`src/rtl/handshake_rx_pkg.sv`:
```
// Shared definitions for the 4-phase handshake receiver: FSM state encoding
// and default parameter values.
package handshake_rx_pkg;

    localparam int DEF_DATA_WIDTH    = 8;
    localparam int DEF_SETTLE_CYCLES = 2;

    // state      | meaning
    // RESYNC     | after reset; wait for request low so a stale request is never delivered
    // IDLE       | no transfer in progress; a request starts one
    // SETTLE     | request seen; let the quasi-static bus settle before sampling it
    // DELIVER    | captured word presented to the local consumer
    // ACK        | acknowledge raised; wait for the source to drop its request
    typedef enum logic [2:0] {
        ST_RESYNC  = 3'd0,
        ST_IDLE    = 3'd1,
        ST_SETTLE  = 3'd2,
        ST_DELIVER = 3'd3,
        ST_ACK     = 3'd4
    } rx_state_e;

endpackage : handshake_rx_pkg

```
`src/rtl/handshake_receiver.sv`:
```
// Destination side of a 4-phase req/ack clock-domain crossing. The request
// arrives already synchronized; the data bus is sampled after a settle delay,
// handed to a local consumer, then acknowledged back to the source.
module handshake_receiver
    import handshake_rx_pkg::*;
#(
    parameter int DATA_WIDTH    = DEF_DATA_WIDTH,
    parameter int SETTLE_CYCLES = DEF_SETTLE_CYCLES
) (
    input  logic                  i_clk,
    input  logic                  i_rst_n,
    input  logic                  i_req_sync,
    input  logic [DATA_WIDTH-1:0] i_data,
    input  logic                  i_ready,
    output logic                  o_ack,
    output logic                  o_valid,
    output logic [DATA_WIDTH-1:0] o_data,
    output logic                  o_err,
    output logic [7:0]            o_xfer_cnt
);

    // Counter must be able to hold SETTLE_CYCLES itself for the width rule.
    localparam int CNT_W = (SETTLE_CYCLES < 1) ? 1 : $clog2(SETTLE_CYCLES + 1);
    localparam logic [CNT_W-1:0] CNT_LAST = CNT_W'(SETTLE_CYCLES - 1);

    rx_state_e             state_q, state_d;
    logic [CNT_W-1:0]      cnt_q, cnt_d;
    logic                  ack_q, ack_d;
    logic                  valid_q, valid_d;
    logic [DATA_WIDTH-1:0] data_q, data_d;
    logic                  err_q, err_d;
    logic [7:0]            xfer_cnt_q, xfer_cnt_d;

    // Next-state and next-output decode for the handshake sequence.
    always_comb begin
        state_d    = state_q;
        cnt_d      = cnt_q;
        ack_d      = ack_q;
        valid_d    = valid_q;
        data_d     = data_q;
        err_d      = 1'b0;
        xfer_cnt_d = xfer_cnt_q;

        unique case (state_q)
            ST_RESYNC: begin
                ack_d = 1'b0;
                if (!i_req_sync) begin
                    state_d = ST_IDLE;
                end
            end
            ST_IDLE: begin
                if (i_req_sync) begin
                    state_d = ST_SETTLE;
                    cnt_d   = '0;
                end
            end
            ST_SETTLE: begin
                if (!i_req_sync) begin
                    // Source withdrew before the bus was sampled: flag it,
                    // keep whatever word was previously captured.
                    state_d = ST_IDLE;
                    err_d   = 1'b1;
                end else begin
                    cnt_d = cnt_q + CNT_W'(1);
                    if (cnt_q == CNT_LAST) begin
                        data_d  = i_data;
                        valid_d = 1'b1;
                        state_d = ST_DELIVER;
                    end
                end
            end
            ST_DELIVER: begin
                // Request is protocol-bound high here, so it is not examined.
                if (i_ready) begin
                    valid_d    = 1'b0;
                    ack_d      = 1'b1;
                    xfer_cnt_d = xfer_cnt_q + 8'd1;
                    state_d    = ST_ACK;
                end
            end
            ST_ACK: begin
                if (!i_req_sync) begin
                    ack_d   = 1'b0;
                    state_d = ST_IDLE;
                end
            end
            default: begin
                state_d = ST_RESYNC;
                ack_d   = 1'b0;
                valid_d = 1'b0;
            end
        endcase
    end

    // State and registered outputs; reset aborts any in-flight handshake.
    always_ff @(posedge i_clk or negedge i_rst_n) begin
        if (!i_rst_n) begin
            state_q    <= ST_RESYNC;
            cnt_q      <= '0;
            ack_q      <= 1'b0;
            valid_q    <= 1'b0;
            data_q     <= '0;
            err_q      <= 1'b0;
            xfer_cnt_q <= 8'd0;
        end else begin
            state_q    <= state_d;
            cnt_q      <= cnt_d;
            ack_q      <= ack_d;
            valid_q    <= valid_d;
            data_q     <= data_d;
            err_q      <= err_d;
            xfer_cnt_q <= xfer_cnt_d;
        end
    end

    assign o_ack      = ack_q;
    assign o_valid    = valid_q;
    assign o_data     = data_q;
    assign o_err      = err_q;
    assign o_xfer_cnt = xfer_cnt_q;

endmodule : handshake_receiver

```
`config.mk`:
```
export PLATFORM = sky130hd
export DESIGN_NAME = handshake_receiver
export DESIGN_NICKNAME = d
export VERILOG_FILES = /design/src/rtl/handshake_rx_pkg.sv /design/src/rtl/handshake_receiver.sv
export SDC_FILE = /design/constraint.sdc
export NUM_CORES = 1
export LEC_CHECK = 0
export ABC_CLOCK_PERIOD_IN_PS = 1800
export BUFFER_PORTS_ARGS = -buffer_cell sky130_fd_sc_hd__buf_2
export CORE_UTILIZATION = 50
export CTS_CLUSTER_SIZE = 8
export DETAILED_ROUTE_END_ITERATION = 10
export PLACE_DENSITY = 0.77
export SETUP_SLACK_MARGIN = 0.3
export SLEW_MARGIN = 20
export SYNTH_ARGS = -nofsm -noshare
export SYNTH_HDL_FRONTEND = slang
export SYNTH_SLANG_ARGS = --single-unit
```
`constraint.sdc`:
```
create_clock -name i_clk -period 1.8 [get_ports i_clk]
set_clock_uncertainty 0.05 [all_clocks]
set_input_delay 0.18 -clock i_clk [delete_from_list [all_inputs] [get_ports i_clk]]
set_output_delay 0.18 -clock i_clk [all_outputs]
set_load 0.01 [all_outputs]
```
# Word-level counts from Yosys, hierarchy flattened
# Cells that the tools add are included.
# classes
add_sub_neg	2
n_eq_ne	12
n_mux	18
n_bitwise	2
n_reduce_logical	11
# ops
cell	count
3-bit 2-to-1 mux	5
2-bit inequality test (second input constant)	6
3-bit case mux with 4 select lines	1
3-bit AND reduction	3
8-bit by 1-bit adder with 8-bit output (second input constant)	1
4-bit AND reduction	2
1-bit 2-to-1 mux	7
3-bit by 2-bit == test with 1-bit output (second input constant)	2
1-bit case mux with 3 select lines	2
2-bit 2-to-1 mux	2
2-bit case mux with 2 select lines	1
2-bit OR reduction	2
3-bit by 1-bit == test with 1-bit output (second input constant)	1
3-bit == test (second input constant)	1
3-bit logical NOT	1
3-bit inequality test (second input constant)	1
3-bit OR reduction	1
2-bit by 1-bit adder with 2-bit output (second input constant)	1
2-bit by 1-bit == test with 1-bit output (second input constant)	1
1-bit NOT	2
2-bit AND reduction	1
2-bit nonzero test	1
# word_totals
ff_bits	24
inputBits	12
word_cells	52

# Longest topological paths before layout
# Gate-level depths: netlist of run 1.
# depth
ltp_word	4
depth_mapped	5
mapped_depth_nobuf	5

# Worst setup path after synthesis of run 1
# No wires, ideal clock.
# synth_path
path_kind	register to register
from	reg state_q[0]
to	reg data_q[0] (netlist: o_data[0])
setup_ns	0.125
t_arrival_ns	1.157
t_required_ns	1.625
path_slack_ns	0.468
stages_incl_launch_ff	4
n_path_buf	0
period_less_slack_ns	1.332
path_cell_list	dfrtp_1 nor2b_4 nand4b_2 mux2_2
# synth_between
elab_chain_cells	2
# synth_lines
element	line	text
start, declared	handshake_receiver.sv:26	rx_state_e state_q, state_d;
start signal, assigned	handshake_receiver.sv:106	state_q <= state_d;
3-bit by 2-bit == test with 1-bit output	handshake_receiver.sv:44	unique case (state_q)
3-bit AND reduction (no source line)	--	
end signal, assigned	handshake_receiver.sv:110	data_q <= data_d;
end, declared	handshake_receiver.sv:30	logic [DATA_WIDTH-1:0] data_q, data_d;
# Every way passes these cells.
# A chain may end at the register's enable or synchronous reset.

# Worst setup path in the final report of run 1
# layout_path
from	reg state_q[0]
to	reg data_q[2] (netlist: o_data[2])
# The elaborated chain is that of the path after synthesis.

==> impl_results.md, run 1 <==
* Largest family of logic cells by synthesized area: simple AND/OR/NAND/NOR gates
* CTS Buffer Depth at 2
* Worst-path cell with the longest stage delay: dfrtp_2
* CTS H-tree depth at 1
* Adder-Cell Fraction of Synth Area at about 2.3%
* Total grt overflow at 0
* Fillers at between 100 and 150
* Syn Std Cell Area at 0.00107 sq mm
* CP max stage delay at approximately 510 ps
* IO Pins at 31
* Fin nets at ~140
* LEAKAGE at about 0.7 nW
* Vias/cell at 5.31
* Reg2reg setup slack at about 420 ps
* Vias at between 700 and 800
* Post-route setup TNS at 0 ps
* Pins Over Slew Limit at 0
* Total CTS buffers at 3
* Distinct cells, synth at 26
* Starting density of the core at around 54%
* Layout cells sized above 1 at ~43%
* Die height at about 48 um
* Initial antenna violation count at 0
* Port Buf Inserts at 30
* Horiz. Die Dim at between 40 and 50 um
* Mean area per synthesized cell at around 12 sq um
* Worst-Margin Slew at 520 ps
* # Post-CTS Setup Buffers at 0
* Crit Path Max Fanout at 10
* Status: finished, final reports clean
* CTS root buf: clkbuf_4
* TritonCTS clock tree: done
* Die area at about 0.0023 sq mm
* Synth Area in XOR/XNOR at under 10%
* Post-DP HPWL at 1330 um
* Final hold vios at 0
* Peak supply drop at approximately 0.85 mV
* Post-synthesis sequential area ratio at 56.0%
* Yosys reg bits at 24
* Ant. Diodes at 0
* Post-Synth Simple-Gate Area at between 10% and 20%
* # Max-Cap Violations at 0
* GPL Wtd Cong at roughly 0.85
* Starting DRT DRC Count at 10
* Hold Path Class: input port to flip-flop
* Worst hold slack at approximately 35 ps
* DRC Markers at 0
* Largest net degree at the start of global routing at 25
* Cell Chain, Critical Path: nor2b_4 -> nand4b_4 -> mux2_2
* Post-Syn Instances at 87
* Latest clock arrival within the worst-skew pair at a little over 300 ps
* Worst Setup End Kind: flip-flop
* Antenna-violating nets left at 0
* Power density cells at 1370 mW/mm^2
* First drt pass iteration count at 5
* WL/cell at ~13 um
* Syn nets at around 100
* Final setup fails at 0
* Synthesis-to-finish area growth at 21.9%
* Crit share post-route at about three quarters
* CP arrival at about 1500 ps
* RSZ-0062 raised after global routing: false
* Synth warn at 0
* FF-to-FF path depth at 3
* Final wirelength at between 1500 and 2000 um
* Fmax at between 0.7 and 0.8 GHz
* Complex-gate fraction of the synthesized area at approximately 8.4%
* WP data required at 1960 ps
* First-pass GRT wire length at 3210 um
* Vias in the first global route at between 700 and 800
* # rows at 16
* Multiplexer share of the synthesized area at approximately 8.4%
* Crit path time final at approximately 1400 ps
* Gr usage total at ~18%
* Setup Crit Path Kind: flip-flop to flip-flop
* Slew Limit Headroom at 65.3%
* Clock transition at the registers of the reported paths at between 100 and 150 ps
* CP Launch Type: flip-flop
* Clock Sinks at 24
* Core area at 0.00198 sq mm
* Hold Crit Depth at 2
==> registers in the layout, summed over array words and instances, names as in the netlist <==
signal / count
o_err: 1
cnt_q: 2
o_ack: 1
o_xfer_cnt: 8
o_valid: 1
state_q: 3
o_data: 8
==> through the flow <==
stage	total power, mW	cells	worst slack (ps)	area, sq um	utilization [%]
floorplan	1.28	87	468	1070	-
global placement	1.48	142	336	1250	63.0
detailed placement	1.51	142	288	1250	63.0
CTS	1.81	147	352	1300	65.8
global route	1.93	147	324	1310	66.0
finish	1.80	147	421	1310	66.0
==> layer usage <==
layer | vias up | GRT usage [%] | part of all wire [%]
li1 | 379 | - | -
met1 | 374 | 23.3 | 49
met2 | 24 | 29.8 | 46
met3 | 4 | 2.83 | 3.4
met4 | 0 | 7.35 | 1.7
met5 | - | 0 | 0
==> cells in the mapped netlist, drive strengths merged <==
master	count	area share, %
nor3	2	0.93
dfrtp	24	56
nand2	9	3.2
a31o	1	0.82
buf	3	1.4
xnor2	4	3.3
nand4	2	1.2
nor2b	3	2.4
nor4	2	1.8
a41o	1	0.93
xor2	3	2.5
nor2	1	0.35
o2bb2ai	1	0.82
o21ai	5	2.3
nor4b	1	0.82
and4b	1	0.93
mux2	8	8.4
a21oi	4	1.9
nand4b	2	3.6
ha	2	2.3
inv	2	0.70
a22o	2	1.6
nand3	4	1.9
==> kinds of logic after synthesis <==
logic type,after synthesis
multiplexers,8
flip-flops,24
XOR/XNOR,7
buffers and inverters,5
AND/OR/NAND/NOR,27
adder cells (fa/ha/maj),2
AO/OA/AOI/OAI,14
==> placed cells by master, fill, tap and decap left out <==
| master | count |
|---|---|
| ha_1 | 2 |
| nand3_1 | 4 |
| buf_2 | 30 |
| nor4b_1 | 1 |
| nand4_1 | 2 |
| a41o_1 | 1 |
| nor2b_1 | 2 |
| nor4_1 | 1 |
| a22o_1 | 2 |
| o21ai_0 | 5 |
| nor4_2 | 1 |
| nand4b_4 | 2 |
| dlygate4sd3_1 | 1 |
| inv_1 | 2 |
| nor2b_4 | 1 |
| nor3_1 | 2 |
| buf_4 | 1 |
| a31o_2 | 1 |
| dfrtp_2 | 3 |
| xnor2_1 | 4 |
| and4b_1 | 1 |
| xor2_1 | 3 |
| clkbuf_8 | 1 |
| clkbuf_4 | 3 |
| nand2_1 | 9 |
| dfrtp_1 | 21 |
| nor2_1 | 1 |
| mux2_2 | 8 |
| o2bb2ai_1 | 1 |
| a21oi_1 | 4 |
==> cell type report <==
class                           instances  area (sq um)  share of cell area [%]
Sequential cell                        24           604                    46.2
Clock buffer                            4          36.3                    2.78
Multi-Input combinational cell         58           458                    35.0
Tap cell                               27          33.8                    2.58
Inverter                                2          7.51                   0.574
Timing Repair Buffer                   32           168                    12.8
==> path summary, 6_finish.rpt <==
| kind | end | start |
|---|---|---|
| setup / recovery | o_data[2] | state_q[0] |
| hold / removal | o_err | i_req_sync |
| setup reg to reg | o_data[2] | state_q[0] |
| hold reg to reg | o_xfer_cnt[7] | o_xfer_cnt[7] |
| max in group asynchronous | state_q[0] | i_rst_n |
| min in group asynchronous | o_xfer_cnt[1] | i_rst_n |
==> critical path: cells and delay by family (launching register included) <==
family / cells / cell delay (ps)
and+or+nand+nor: 2 / 400
DFF: 1 / 510
muxes: 1 / 320
==> where the power goes <==
part | total, mW | switching, mW | internal [mW] | leakage [nW]
clock | 0.274 | 0.150 | 0.124 | 0.0210
combinational | 0.614 | 0.302 | 0.313 | 0.371
sequential | 0.908 | 0.191 | 0.717 | 0.313
==> what timing repair did <==
action                     CTS  global route
resized for setup            1             3
hold buffers                 1             0
hold endpoints to repair    24             0
setup endpoints to repair    8            10
Power figures use the tool's default switching activity.
==> run 2, diff against run 1 <==
--- a/config.mk
+++ b/config.mk
@@ -5,12 +5,13 @@
 export SDC_FILE = /design/constraint.sdc
 export NUM_CORES = 1
 export LEC_CHECK = 0
-export ABC_CLOCK_PERIOD_IN_PS = 1800
+export ABC_AREA = 1
+export ABC_CLOCK_PERIOD_IN_PS = 1100
 export BUFFER_PORTS_ARGS = -buffer_cell sky130_fd_sc_hd__buf_2
-export CORE_UTILIZATION = 50
+export CORE_UTILIZATION = 46
 export CTS_CLUSTER_SIZE = 8
 export DETAILED_ROUTE_END_ITERATION = 10
-export PLACE_DENSITY = 0.77
+export PLACE_DENSITY = 0.74
 export SETUP_SLACK_MARGIN = 0.3
 export SLEW_MARGIN = 20
 export SYNTH_ARGS = -nofsm -noshare
==> constraint.sdc (replaced) <==
create_clock -name i_clk -period 1.1 [get_ports i_clk]
set_clock_uncertainty 0.05 [all_clocks]
set_input_delay 0.11 -clock i_clk [delete_from_list [all_inputs] [get_ports i_clk]]
set_output_delay 0.11 -clock i_clk [all_outputs]
set_load 0.01 [all_outputs]
==> impl_results.md, run 2 <==
* Initial antenna violation count at 0 (unchanged)
* Placed Cells at 214 (+51%)
* Reg2reg setup slack at -200 ps (-620 ps)
* Mean area per synthesized cell at 8.36 sq um (-32%)
* Ranking of synthesized cells by area: dfrtp_1 (50%), nand2_1 (16%), nand3_1 (4.6%)
* CTS Buffer Depth at 2 (unchanged)
* Core area at 0.00248 sq mm (+25%)
* Peak supply drop at 1.69 mV (+99%)
* Final hold vios at 0 (unchanged)
* Post-synth top area share at 49.9% (-6.1 points)
* Latest clock arrival within the worst-skew pair at 300 ps (about the same)
* Distinct cells, synth at 26 (unchanged)
* WL/cell at 13.1 um (+4.0%)
* Top post-synthesis cells by count: nand2_1 (50), dfrtp_1 (24), nor2_1 (13)
* First-pass GRT wire length at 4610 um (+44%)
* Final setup fails at 25 (+25)
* Dominant cell type by area after synthesis: dfrtp_1
* Antenna-violating nets left at 0 (unchanged)
* Final worst-path setup slack at -199 ps (-620 ps)
* Fillers at 166 (+14%)
* Post-route setup TNS at -2750 ps (-2750 ps)
* Clock Sinks at 24 (unchanged)
* EDFF count, synth at 0 (unchanged)
* Post-route cell area at 0.00191 sq mm (+46%)
* Worst-path cell with the longest stage delay: dfrtp_2
* Power density cells at 2290 mW/mm^2 (+67%)
* Syn Std Cell Area at 0.00120 sq mm (+12%)
* CTS root buf: clkbuf_4
* Layout cells sized above 1 at 46.8% (+4.3 points)
* Post-layout util at 77.3% (+11 points)
* Dpl ws at -179 ps (-467 ps)
* GPL Wtd Cong at 0.739 (-14%)
* Top FF cell, synth: dfrtp_1
* Port Buf Inserts at 30 (unchanged)
* Clock transition at the registers of the reported paths at 120 ps (about the same)
* Post-Syn Instances at 144 (+66%)
* Post-synthesis sequential area ratio at 49.9% (-6.1 points)
* Horiz. Die Dim at 53.2 um (+10%)
* Cell Chain, Critical Path: buf_4 -> nor2_4 -> nand3b_1 -> nand2_1 -> nand3b_1 -> nand2_1
* TritonCTS clock tree: done
* Synth warn at 0 (unchanged)
* RSZ-0062 raised after global routing: true
* Fmax at 0.770 GHz (+6.2%)
* Vias in the first global route at 1,137 (+56%)
* CTS H-tree depth at 1 (unchanged)
* Syn nets at 158 (+56%)
* Final wirelength at 3260 um (+76%)
* WP data required at 1260 ps (-700 ps)
* Crit Path Max Fanout at 4 (-6)
* Yosys reg bits at 24 (unchanged)
* Worst Setup End Kind: flip-flop
* Starting DRT DRC Count at 16 (+6)
* CP arrival at 1460 ps (-80 ps)
* Die area at 0.00283 sq mm (+21%)
* CP max stage delay at 460 ps (-50 ps)
* Crit share post-route at 118% (+41 points)
* Ant. Diodes at 0 (unchanged)
* First drt pass iteration count at 4 (-1)
* DRC Markers at 0 (unchanged)
* Pins Over Slew Limit at 0 (unchanged)
* Largest net degree at the start of global routing at 25 (unchanged)
* Crit path time final at 1300 ps (-80.4 ps)
* Top-count cell post-synth: nand2_1
* Failing checks: negative setup slack
* # rows at 18 (+2)
* Synthesis-to-finish area growth at 59.0%
* # Max-Cap Violations at 0 (unchanged)
* Slew Limit Headroom at 77.8% (+12 points)
* Starting density of the core at 48.6% (-5.5 points)
* Post-placement cell area at 0.00148 sq mm (+19%)
* Commonest non-fill, non-tap cells in the layout: nand2_1 (39), buf_2 (27), buf_4 (25)
* Commonest non-fill, non-tap cell in the layout: nand2_1
* Hold Path Class: input port to flip-flop
* Fin nets at 234 (+73%)
* Post-DP HPWL at 1890 um (+42%)
* Gr usage total at 22.7% (+4.8 points)
* Worst-Margin Slew at 333 ps (-187 ps)
* Vias/cell at 4.89 (-8.0%)
* Total CTS buffers at 3 (unchanged)
* LEAKAGE at 1.04 nW (+47%)
* Total grt overflow at 0 (unchanged)
* Synth async-reset ratio at 100% (unchanged)
* Vias at 1,212 (+55%)
* Status: finished, violations left
* Setup Crit Path Kind: flip-flop to flip-flop
* Die height at 53.2 um (+10%)
* Non-Filler Instances at 248 (+69%)
* IO Pins at 31 (unchanged)
* CP Launch Type: flip-flop
-- run 2: final cells by class --
| type | instances | area [sq um] | share of cell area (%) |
|---|---|---|---|
| multi-input cells | 102 | 638 | 33.3 |
| flip-flops and latches | 24 | 603 | 31.5 |
| repair buffers | 72 | 533 | 27.8 |
| inverters | 16 | 72.6 | 3.79 |
| well taps | 30 | 37.5 | 1.96 |
| clock buffers | 3 | 22.5 | 1.18 |
| repair inverters | 1 | 7.51 | 0.392 |
-- run 2: report_power, final --
part / switching (mW) / internal [mW] / leakage (nW) / total [mW]
clock: 0.249 / 0.128 / 0.0138 / 0.377
combinational: 1.30 / 1.25 / 0.715 / 2.55
sequential: 0.260 / 1.19 / 0.312 / 1.45
-- run 2: worst paths after layout --
kind,startpoint,to,depth (start not counted)
worst min register to register,o_valid,o_valid,2
worst max-delay path,state_q[1],state_q[0],6
worst max register to register,state_q[1],state_q[0],6
max in group asynchronous,i_rst_n,state_q[1],2
worst min-delay path,i_ready,state_q[0],4
min in group asynchronous,i_rst_n,state_q[2],2
-- run 2: logic make-up (layout without fill, tap and decap cells) --
family,after synthesis,count (layout),share of synthesized area (%)
fa+ha+maj,2,2,2.08
xor+xnor,4,4,2.91
flops,24,24,49.9
buf+inv,19,92,7.38
compound gates,8,8,3.64
simple gates,87,88,34.1
-- run 2: metal layers --
layer  share of wire (%)  global-route usage (%)
met5                   0                       0
met4                 1.5                    10.5
met3                 3.0                    3.45
met2                  55                    39.9
met1                  41                    26.8
-- run 2: critical path, delay by kind of cell (launching register included) --
family / cells / cell delay (ps)
buf+inv: 1 / 160
flops: 1 / 460
simple gates: 5 / 540
-- run 2: stage by stage --
step,power (mW),hold slack (ps)
2_1_floorplan,2.47,-236
3_3_place_gp,3.01,70.9
3_5_place_dp,3.09,82.1
4_1_cts,3.84,82.4
5_1_grt,4.68,107
6_report,4.38,108
-- run 2: what timing repair did --
item	CTS	global route
buffers inserted	12	8
cloned	2	0
setup endpoints to repair	43	45
pin swaps	0	8
gates resized for setup	12	31
hold endpoints to repair	32	0
hold buffers	9	0
==> run 3, diff against run 2 <==
--- a/config.mk
+++ b/config.mk
@@ -13,6 +13,7 @@
 export DETAILED_ROUTE_END_ITERATION = 10
 export PLACE_DENSITY = 0.74
 export SETUP_SLACK_MARGIN = 0.3
+export SKIP_CTS_REPAIR_TIMING = 1
 export SLEW_MARGIN = 20
 export SYNTH_ARGS = -nofsm -noshare
 export SYNTH_HDL_FRONTEND = slang
==> impl_results.md, run 3 (synthesis gave the netlist of run 2 again) <==
* IO Pins at 31 (unchanged)
* Buffers and inverters on the worst path at 2 (+1)
* Worst Setup End Kind: flip-flop
* Pins Over Slew Limit at 0 (unchanged)
* Final hold vios at 24 (+24)
* Largest net degree at the start of global routing at 25 (unchanged)
* Peak supply drop at 1.56 mV (-7.8%)
* RSZ-0062 raised after global routing: true
* Multi-input gate area at 624 sq um (-2.2%)
* Latest clock arrival within the worst-skew pair at 310 ps (about the same)
* Status: finished, violations left
* Vias in the first global route at 1,035 (-9.0%)
* Crit share post-route at 112% (-5.8 points)
* Worst-path cell with the longest stage delay: dfrtp_2
* Clock transition at the registers of the reported paths at 130 ps (about the same)
* Placed Cells at 214 (unchanged)
* Worst-Margin Slew at 544 ps (+211 ps)
* Fin nets at 226 (-3.4%)
* Die area at 0.00283 sq mm (unchanged)
* Commonest non-fill, non-tap cells in the layout: nand2_1 (43), buf_2 (28), dfrtp_1 (22)
* Post-layout util at 74.5% (-2.7 points)
* Cell Chain, Critical Path: inv_4 -> nand4_4 -> clkinv_4 -> nand2_8 -> nand2_1 -> nand2_1
* LEAKAGE at 0.993 nW (-4.6%)
* # Max-Cap Violations at 0 (unchanged)
* Critical Path Most Common Cell: nand2_1
* Total CTS buffers at 3 (unchanged)
* Post-DP HPWL at 1890 um (unchanged)
* CP Launch Type: flip-flop
* Total grt overflow at 0 (unchanged)
* CTS H-tree depth at 1 (unchanged)
* Horiz. Die Dim at 53.2 um (unchanged)
* CTS root buf: clkbuf_4
* Clock Sinks at 24 (unchanged)
* Fmax at 0.810 GHz (+5.1%)
* Sequential cell area at 603 sq um (unchanged)
* Slew Limit Headroom at 63.7% (-14 points)
* Logic pwr share at 55.1% (-3.1 points)
* WP data required at 1270 ps (about the same)
* Gr usage total at 20.1% (-2.6 points)
* WL/cell at 12.5 um (-4.7%)
* Final wirelength at 3000 um (-7.8%)
* Antenna-violating nets left at 0 (unchanged)
* # rows at 18 (unchanged)
* Initial antenna violation count at 0 (unchanged)
* Fillers at 169 (+1.8%)
* Crit Path Max Fanout at 9 (+5)
* Starting density of the core at 48.6% (unchanged)
* Final worst-path setup slack at -135 ps (+63.6 ps)
* CTS Buffer Depth at 2 (unchanged)
* Starting DRT DRC Count at 17 (+1)
* Final setup fails at 24 (-4.0%)
* Core area at 0.00248 sq mm (unchanged)
* Port Buf Inserts at 30 (unchanged)
* Pint at 2.44 mW (-5.1%)
* Ant. Diodes at 0 (unchanged)
* Vias/cell at 4.83 (-1.3%)
* Die height at 53.2 um (unchanged)
* Setup Crit Path Kind: flip-flop to flip-flop
* Layout cells sized above 1 at 45.7% (-1.1 points)
* Worst hold slack at -290 ps (-398 ps)
* Vias at 1,158 (-4.5%)
* Non-Filler Instances at 240 (-3.2%)
* Switching power at 1.73 mW (-4.7%)
* Top cell family by delay on the critical path: flip-flops
* Synthesis-to-finish area growth at 53.4%
* First drt pass iteration count at 4 (unchanged)
* First-pass GRT wire length at 4110 um (-11%)
* TritonCTS clock tree: done
* Power density cells at 2260 mW/mm^2 (-1.5%)
* Crit path time final at 1240 ps (-63.6 ps)
* CP arrival at 1400 ps (-60 ps)
* CP max stage delay at 520 ps (+60 ps)
* GPL Wtd Cong at 0.739 (unchanged)
* Flop pwr share at 35.5% (+2.3 points)
* DRC Markers at 0 (unchanged)
* Clock network power share at 9.4% (+0.8 points)
* Commonest non-fill, non-tap cell in the layout: nand2_1
* Sw frac at 41.4% (+0.083 points)
* Hold Path Class: input port to asynchronous set/reset pin
* Failing checks: negative hold slack, negative setup slack
-- run 3: final timing paths --
path                                      end       start  cells after the start  slack, ps
min in group i_clk                      o_ack     i_ready                      3        120
worst max register to register      o_data[2]  state_q[0]                      6       -140
worst max-delay path                o_data[2]  state_q[0]                      6       -140
worst min register to register        o_valid     o_valid                      2        440
max in group asynchronous          state_q[0]     i_rst_n                      1        890
worst min-delay path            o_xfer_cnt[2]     i_rst_n                      1       -290
-- run 3: metrics by stage --
stage          power, mW  instance area, sq um  setup TNS [ps]  hold WS, ps  setup WS (ps)
5_1_grt             4.46                  1850           -3660         -264           -193
3_5_place_dp        3.09                  1480           -2820         82.1           -179
4_1_cts             3.47                  1500           -3660         -270           -198
6_report            4.17                  1850           -2220         -290           -135
3_3_place_gp        3.01                  1480           -2200         70.9           -145
2_1_floorplan       2.47                  1220            -249         -236          -26.3
-- run 3: metal layers --
metal | share of wire, % | vias to the layer above | track usage, %
met3 | 3.7 | 4 | 4.02
met2 | 52 | 35 | 34.0
met1 | 43 | 531 | 24.6
met5 | 0 | - | 0
li1 | - | 588 | -
met4 | 0.70 | 0 | 8.33
-- run 3: cell type report --
class                           instances  area share (%)
Clock buffer                            3            1.22
Inverter                               16            3.93
Multi-Input combinational cell        101            33.8
Sequential cell                        24            32.7
Tap cell                               30            2.03
Timing Repair Buffer                   66            26.4
-- run 3: power groups by stage --
| stage | registers [mW] | clock network [mW] | logic (mW) |
|---|---|---|---|
| global route | 1.51 | 0.436 | 2.52 |
| CTS | 1.45 | 0.393 | 1.62 |
| global placement | 1.44 | 0 | 1.56 |
| floorplan | 1.50 | 0 | 0.965 |
| detailed placement | 1.47 | 0 | 1.62 |
| finish | 1.48 | 0.392 | 2.30 |
